`config.mk`:
```
export PLATFORM = sky130hd
export DESIGN_NAME = bounce_gen
export DESIGN_NICKNAME = d
export VERILOG_FILES = /design/src/rtl/bounce_gen.sv
export SDC_FILE = /design/constraint.sdc
export NUM_CORES = 1
export LEC_CHECK = 0
export BUFFER_PORTS_ARGS = -buffer_cell sky130_fd_sc_hd__buf_4
export CAP_MARGIN = 40
export CELL_PAD_IN_SITES_DETAIL_PLACEMENT = 0
export CELL_PAD_IN_SITES_GLOBAL_PLACEMENT = 1
export CORE_ASPECT_RATIO = 1.5
export CORE_MARGIN = 2
export CORE_UTILIZATION = 42
export CTS_CLUSTER_DIAMETER = 150
export DETAILED_ROUTE_END_ITERATION = 10
export PLACE_DENSITY = 0.74
export RECOVER_POWER = 100
export SLEW_MARGIN = 20
export SYNTH_ARGS = -nofsm -noshare
export SYNTH_HDL_FRONTEND = slang
export SYNTH_SLANG_ARGS = --single-unit
```
`constraint.sdc`:
```
create_clock -name clk -period 1.9 [get_ports clk]
set_clock_uncertainty 0.1 [all_clocks]
set_input_delay 0.095 -clock clk [delete_from_list [all_inputs] [get_ports clk]]
set_output_delay 0.095 -clock clk [all_outputs]
set_load 0.05 [all_outputs]
```
`src/rtl/bounce_gen.sv`:
```
// ============================================================================
// bounce_gen : turns a clean level command into a repeatable contact-bounce
//              waveform (first edge, BOUNCES glitch pairs, 2^PERIOD_W hold)
// Revision   : 1.0
// ============================================================================
`default_nettype none

module bounce_gen #(
    parameter int          BOUNCES  = 3,
    parameter int          PERIOD_W = 8,
    parameter logic [15:0] SEED     = 16'hACE1
) (
    input  logic clk,
    input  logic rst_n,
    input  logic clean,
    output logic bouncy,
    output logic busy,
    output logic done
);

    localparam int                  TOTAL   = 1 + 2 * BOUNCES;
    localparam int                  EW      = $clog2(TOTAL + 1);
    localparam logic [EW-1:0]       C_TOTAL = EW'(TOTAL);
    localparam logic [EW-1:0]       C_EONE  = EW'(1);
    localparam logic [PERIOD_W-1:0] C_CONE  = PERIOD_W'(1);
    localparam logic [PERIOD_W-1:0] C_HOLD  = '1;
    localparam logic [15:0]         C_SEED  = (SEED == 16'h0000) ? 16'h0001 : SEED;
    localparam logic [15:0]         C_MASK  = 16'hB400;

    typedef enum logic [1:0] {
        S_IDLE   = 2'd0,
        S_BOUNCE = 2'd1,
        S_HOLD   = 2'd2
    } state_t;

    state_t              state_q, state_d;
    logic                level_q, level_d;
    logic [15:0]         lfsr_q, lfsr_d;
    logic [PERIOD_W-1:0] cnt_q, cnt_d;
    logic [EW-1:0]       edges_q, edges_d;
    logic                bouncy_q, bouncy_d;
    logic                busy_q, busy_d;
    logic                done_q, done_d;
    logic [PERIOD_W-1:0] w_interval;

    // Odd interval keeps every intermediate level an even number of cycles long
    assign w_interval = {lfsr_q[PERIOD_W-1:1], 1'b1};
    assign lfsr_d     = {1'b0, lfsr_q[15:1]} ^ (lfsr_q[0] ? C_MASK : 16'h0000);

    always_comb begin
        state_d  = state_q;
        level_d  = level_q;
        cnt_d    = cnt_q;
        edges_d  = edges_q;
        bouncy_d = bouncy_q;
        busy_d   = busy_q;
        done_d   = 1'b0;
        case (state_q)
            S_IDLE: begin
                bouncy_d = level_q;
                busy_d   = 1'b0;
                if (clean != level_q) begin
                    bouncy_d = clean;
                    busy_d   = 1'b1;
                    edges_d  = C_EONE;
                    if (BOUNCES > 0) begin
                        cnt_d   = w_interval;
                        state_d = S_BOUNCE;
                    end else begin
                        cnt_d   = C_HOLD;
                        state_d = S_HOLD;
                    end
                end
            end
            S_BOUNCE: begin
                if (cnt_q == '0) begin
                    bouncy_d = ~bouncy_q;
                    edges_d  = edges_q + C_EONE;
                    if (edges_d < C_TOTAL) begin
                        cnt_d = w_interval;
                    end else begin
                        cnt_d   = C_HOLD;
                        state_d = S_HOLD;
                    end
                end else begin
                    cnt_d = cnt_q - C_CONE;
                end
            end
            S_HOLD: begin
                if (cnt_q == '0) begin
                    done_d  = 1'b1;
                    busy_d  = 1'b0;
                    level_d = bouncy_q;
                    state_d = S_IDLE;
                end else begin
                    cnt_d = cnt_q - C_CONE;
                end
            end
            default: begin
                state_d = S_IDLE;
            end
        endcase
    end

    always_ff @(posedge clk) begin
        if (!rst_n) begin
            state_q  <= S_IDLE;
            level_q  <= 1'b0;
            lfsr_q   <= C_SEED;
            cnt_q    <= '0;
            edges_q  <= '0;
            bouncy_q <= 1'b0;
            busy_q   <= 1'b0;
            done_q   <= 1'b0;
        end else begin
            state_q  <= state_d;
            level_q  <= level_d;
            lfsr_q   <= lfsr_d;
            cnt_q    <= cnt_d;
            edges_q  <= edges_d;
            bouncy_q <= bouncy_d;
            busy_q   <= busy_d;
            done_q   <= done_d;
        end
    end

    assign bouncy = bouncy_q;
    assign busy   = busy_q;
    assign done   = done_q;

endmodule

`default_nettype wire

```
==> summary.md <==
| Metric | Value |
|---|---|
| Min-delay src | `rst_n` |
| Int Pwr | `1.23 mW` |
| Clock buffers created by TritonCTS | `5` |
| Filler Cells Inserted | `371` |
| Library cell contributing the largest single delay on the critical path | `sky130_fd_sc_hd__or3b_4` |
| Via count of the first global-routing pass | `1,378` |
| Final worst-path setup slack | `0.0454 ns` |
| Switching pwr | `536 µW` |
| Root buf cell | `sky130_fd_sc_hd__clkbuf_8` |
| Power share of the sequential group | `0.448` |
| Site row count | `28` |
| Total setup buffers inserted after CTS | `0` |
| Count of nets left with antenna violations after detail routing | `0` |
| Final Hold Vio Count | `0` |
| CTS tree | `built` |
| Setup repair after global routing missed its margin | `true` |
| Port-buffer cells | `5` |
| Register-to-register setup slack | `0.05 ns` |
| Per-instance average area after synthesis | `9.29 µm²` |
| Cells taking the most area after synthesis | `sky130_fd_sc_hd__dfxtp_1, sky130_fd_sc_hd__ha_1, sky130_fd_sc_hd__and2_1, sky130_fd_sc_hd__xnor2_1, sky130_fd_sc_hd__a21oi_1` |
| Synth warn | `0` |
| Netlist area before placement | `0.00166 mm²` |
| # DRC | `0` |
| Worst R2R End | `cnt_q[6]` |
| Cell variety after synth | `47` |
| Syn-to-layout area delta | `20.1%` |
| CP arrival | `1.98 ns` |
| Path depth of the worst reg2reg path | `7` |
| Worst slack, placed | `-0.0142 ns` |
| Die footprint | `0.00449 mm²` |
| Sum of overflow across all layers after global routing | `0` |
| Portion of total power attributed to combinational logic | `0.266` |
| Worst Hold Path Cells | `2` |
| DR vias | `1,340` |
| Top cell type by total area after synthesis | `sky130_fd_sc_hd__dfxtp_1` |
| Slowest Stage Delay on Critical Path | `0.42 ns` |
| Element type at the critical path end | `flop` |
| Max Freq | `539 MHz` |
| Initial antenna violation count | `0` |
| Diodes inserted | `0` |
| Worst Path Max Fanout | `4` |
| Clock network power share | `0.286` |
| Worst Max-Slew Pin Slew | `0.342 ns` |
| Reported max-cap violation count | `0` |
| Initial Utilization | `0.428` |
| Number of storage elements in the synthesis netlist | `33` |
| Post-DR wirelength/cell | `14.9 µm` |
| Largest buffer count on any clock path | `2` |
| Switching power share of the total | `0.304` |
| Critical path class | `flop to flop` |
| LEAKAGE | `0.780 nW` |
| Worst Hold Margin | `0.0375 ns` |
| Clock latency on the worst-skew pair | `0.28 ns` |
| Area of the core | `0.00389 mm²` |
| Total routing resource utilization after global routing | `0.181` |
| Cells along the critical path | `inv_2 -> ha_4 -> or3b_4 -> nor3_4 -> xnor2_1 -> or4_1 -> a21oi_2` |
| Top-area cell type share of the netlist area | `0.397` |
| Final max-slew violation count | `0` |
| Weighted congestion at the end of routability-driven global placement | `0.929` |
| Ratio of final minimum period to clock period | `0.976` |
| Final routed wirelength across all metal layers | `3660 µm` |
| Pre-antenna DRT Iters | `4` |
| Kind of start point of the critical path | `flop` |
| Largest net degree at the start of global routing | `37` |
| Horizontal die dimension | `55.4 µm` |
| Fraction of final layout cells sized beyond drive strength 1 | `0.294` |
| Worst max-slew margin expressed relative to the limit | `0.771` |
| Fin Setup TNS | `0 ns` |
| Iteration-0 DRC count of the detailed router | `62` |
| Hold/Removal Path Class | `input port to flop` |
| Worst-path clk slew | `0.07 ns` |
| Half-perimeter wire length after placement | `2680 µm` |
| Syn nets | `190` |
| Required time worst endpoint | `2.03 ns` |
| Number of instances in the synthesized netlist | `179` |
| Critical register-to-register path startpoint | `cnt_q[0]` |
| Endpoint of the worst hold path | `lfsr_q[13]` |
| Number of placed I/O pins | `6` |
| Power density over cell area | `883 mW/mm²` |
| Num Clock Sinks | `33` |
| Peak supply drop | `0.725 mV` |
| Vert. Die Dim | `81.1 µm` |
| Global-route wire length before repair | `6310 µm` |
| Number of nets in the finished design | `211` |
| Finish-stage setup viols | `0` |
| Level count of the clock H-tree | `2` |
| Proportion of synthesized chip area in sequential cells | `0.397` |
| Outcome | `finished, final reports clean` |
| Minimum clock period after layout | `1.85 ns` |
| Ratio of routed vias to standard cells | `5.45` |
-- cell type report --
class | instances | area, µm² | share of cell area
clock inverter | 2 | 10.0 | 0.00501
inverter | 7 | 26.3 | 0.0132
timing repair buffer | 22 | 178 | 0.0890
clock buffer | 6 | 72.6 | 0.0363
tap | 45 | 56.3 | 0.0282
sequential | 33 | 667 | 0.334
multi-input combinational | 131 | 987 | 0.494
-- power by group through the flow --
stage | sequential (mW) | clock [mW] | combinational [mW]
floorplan | 0.810 | 0 | 0.291
global placement | 0.797 | 0 | 0.434
detailed placement | 0.799 | 0 | 0.439
CTS | 0.784 | 0.526 | 0.448
global route | 0.796 | 0.546 | 0.512
finish | 0.790 | 0.504 | 0.469
-- cell usage in the layout (no fill, tap or decap), drive strengths merged, types with 3 or more instances in the layout --
cell type	n
a21boi	4
a21oi	10
a31oi	3
and2	11
buf	22
clkbuf	6
dfxtp	33
ha	8
inv	7
nand2	11
nand2b	7
nand3	4
nor2	8
nor2b	7
nor3	4
nor4	3
o211ai	5
o21ai	9
o22ai	4
o31ai	3
or4	3
xnor2	7
-- stage by stage --
stage               utilization  power (mW)  cell area [µm²]  cells
global placement          0.477        1.23             1860    238
finish                    0.514        1.76             2000    246
floorplan                     -        1.10             1660    179
CTS                       0.502        1.76             1950    246
global route              0.514        1.85             2000    246
detailed placement        0.477        1.24             1860    238
-- sequential cells by signal (all words and copies together) (netlist names) --
signal / flops
lfsr_q: 16
cnt_q: 8
edges_q: 3
state_q: 2
bouncy: 1
busy: 1
done: 1
level_q: 1
-- repair_timing --
| action | 4_1_cts | 5_1_grt |
|---|---|---|
| resized for setup | 5 | 17 |
| pin swaps | 2 | 0 |
| hold buffers | 0 | 0 |
| hold endpoints to repair | 0 | 0 |
| setup endpoints to repair | 9 | 13 |
-- per-layer routing --
| layer | global-route usage | routed length [µm] |
|---|---|---|
| met5 | 0 | 0 |
| met4 | 0.0878 | 64 |
| met3 | 0.0446 | 117 |
| met2 | 0.330 | 1980 |
| met1 | 0.195 | 1500 |
-- logic make-up (layout without fill, tap and decap cells) --
logic type,Yosys count,in the layout,share of synthesized area
and+or+nand+nor,63,63,0.235
AOI/OAI and AO/OA,51,51,0.215
DFF,33,33,0.397
buffers and inverters,15,37,0.0406
xor gates and xnor gates,9,9,0.0519
adders and majority gates,8,8,0.0602
-- Yosys cell counts, drive strengths merged --
library cell and number:
dfxtp 33, and2 11, nand2 11, a21oi 10, o21ai 9, ha 8, nor2 8, inv 7
nand2b 7, nor2b 7, xnor2 7, clkbuf 6, o211ai 5, a21boi 4, nand3 4, nor3 4
o22ai 4, a31oi 3, nor4 3, o31ai 3, or4 3, a22oi 2, buf 2, o211a 2
xor2 2, a211o 1, a211oi 1, a21o 1, a221o 1, a221oi 1, a2bb2oi 1, and3 1
nor3b 1, nor4b 1, o221a 1, o22a 1, o31a 1, or2 1, or3b 1
-- worst max-delay path: cells and delay by family, from the launching register on --
kind | cells | cell delay [ns]
AND/OR/NAND/NOR | 3 | 0.97
flip-flops | 1 | 0.33
adder cells (fa/ha/maj) | 1 | 0.14
AO/OA/AOI/OAI | 1 | 0.12
buffers and inverters | 1 | 0.07
XOR/XNOR | 1 | 0.07
-- worst max-delay path by stage --
| stage | end | cells after the start | from | slack, ns |
|---|---|---|---|---|
| after global routing | cnt_q[6] | 7 | cnt_q[0] | -0.04 |
| after CTS | edges_q[1] | 7 | level_q | -0.01 |
| after floorplan | cnt_q[6] | 6 | edges_q[0] | 0.05 |
| after detailed placement | busy | 7 | cnt_q[0] | -0.01 |
| after global placement | cnt_q[5] | 7 | level_q | 0.02 |
| final | cnt_q[6] | 7 | cnt_q[0] | 0.05 |
Note: power is estimated with default switching activity, not from simulation.
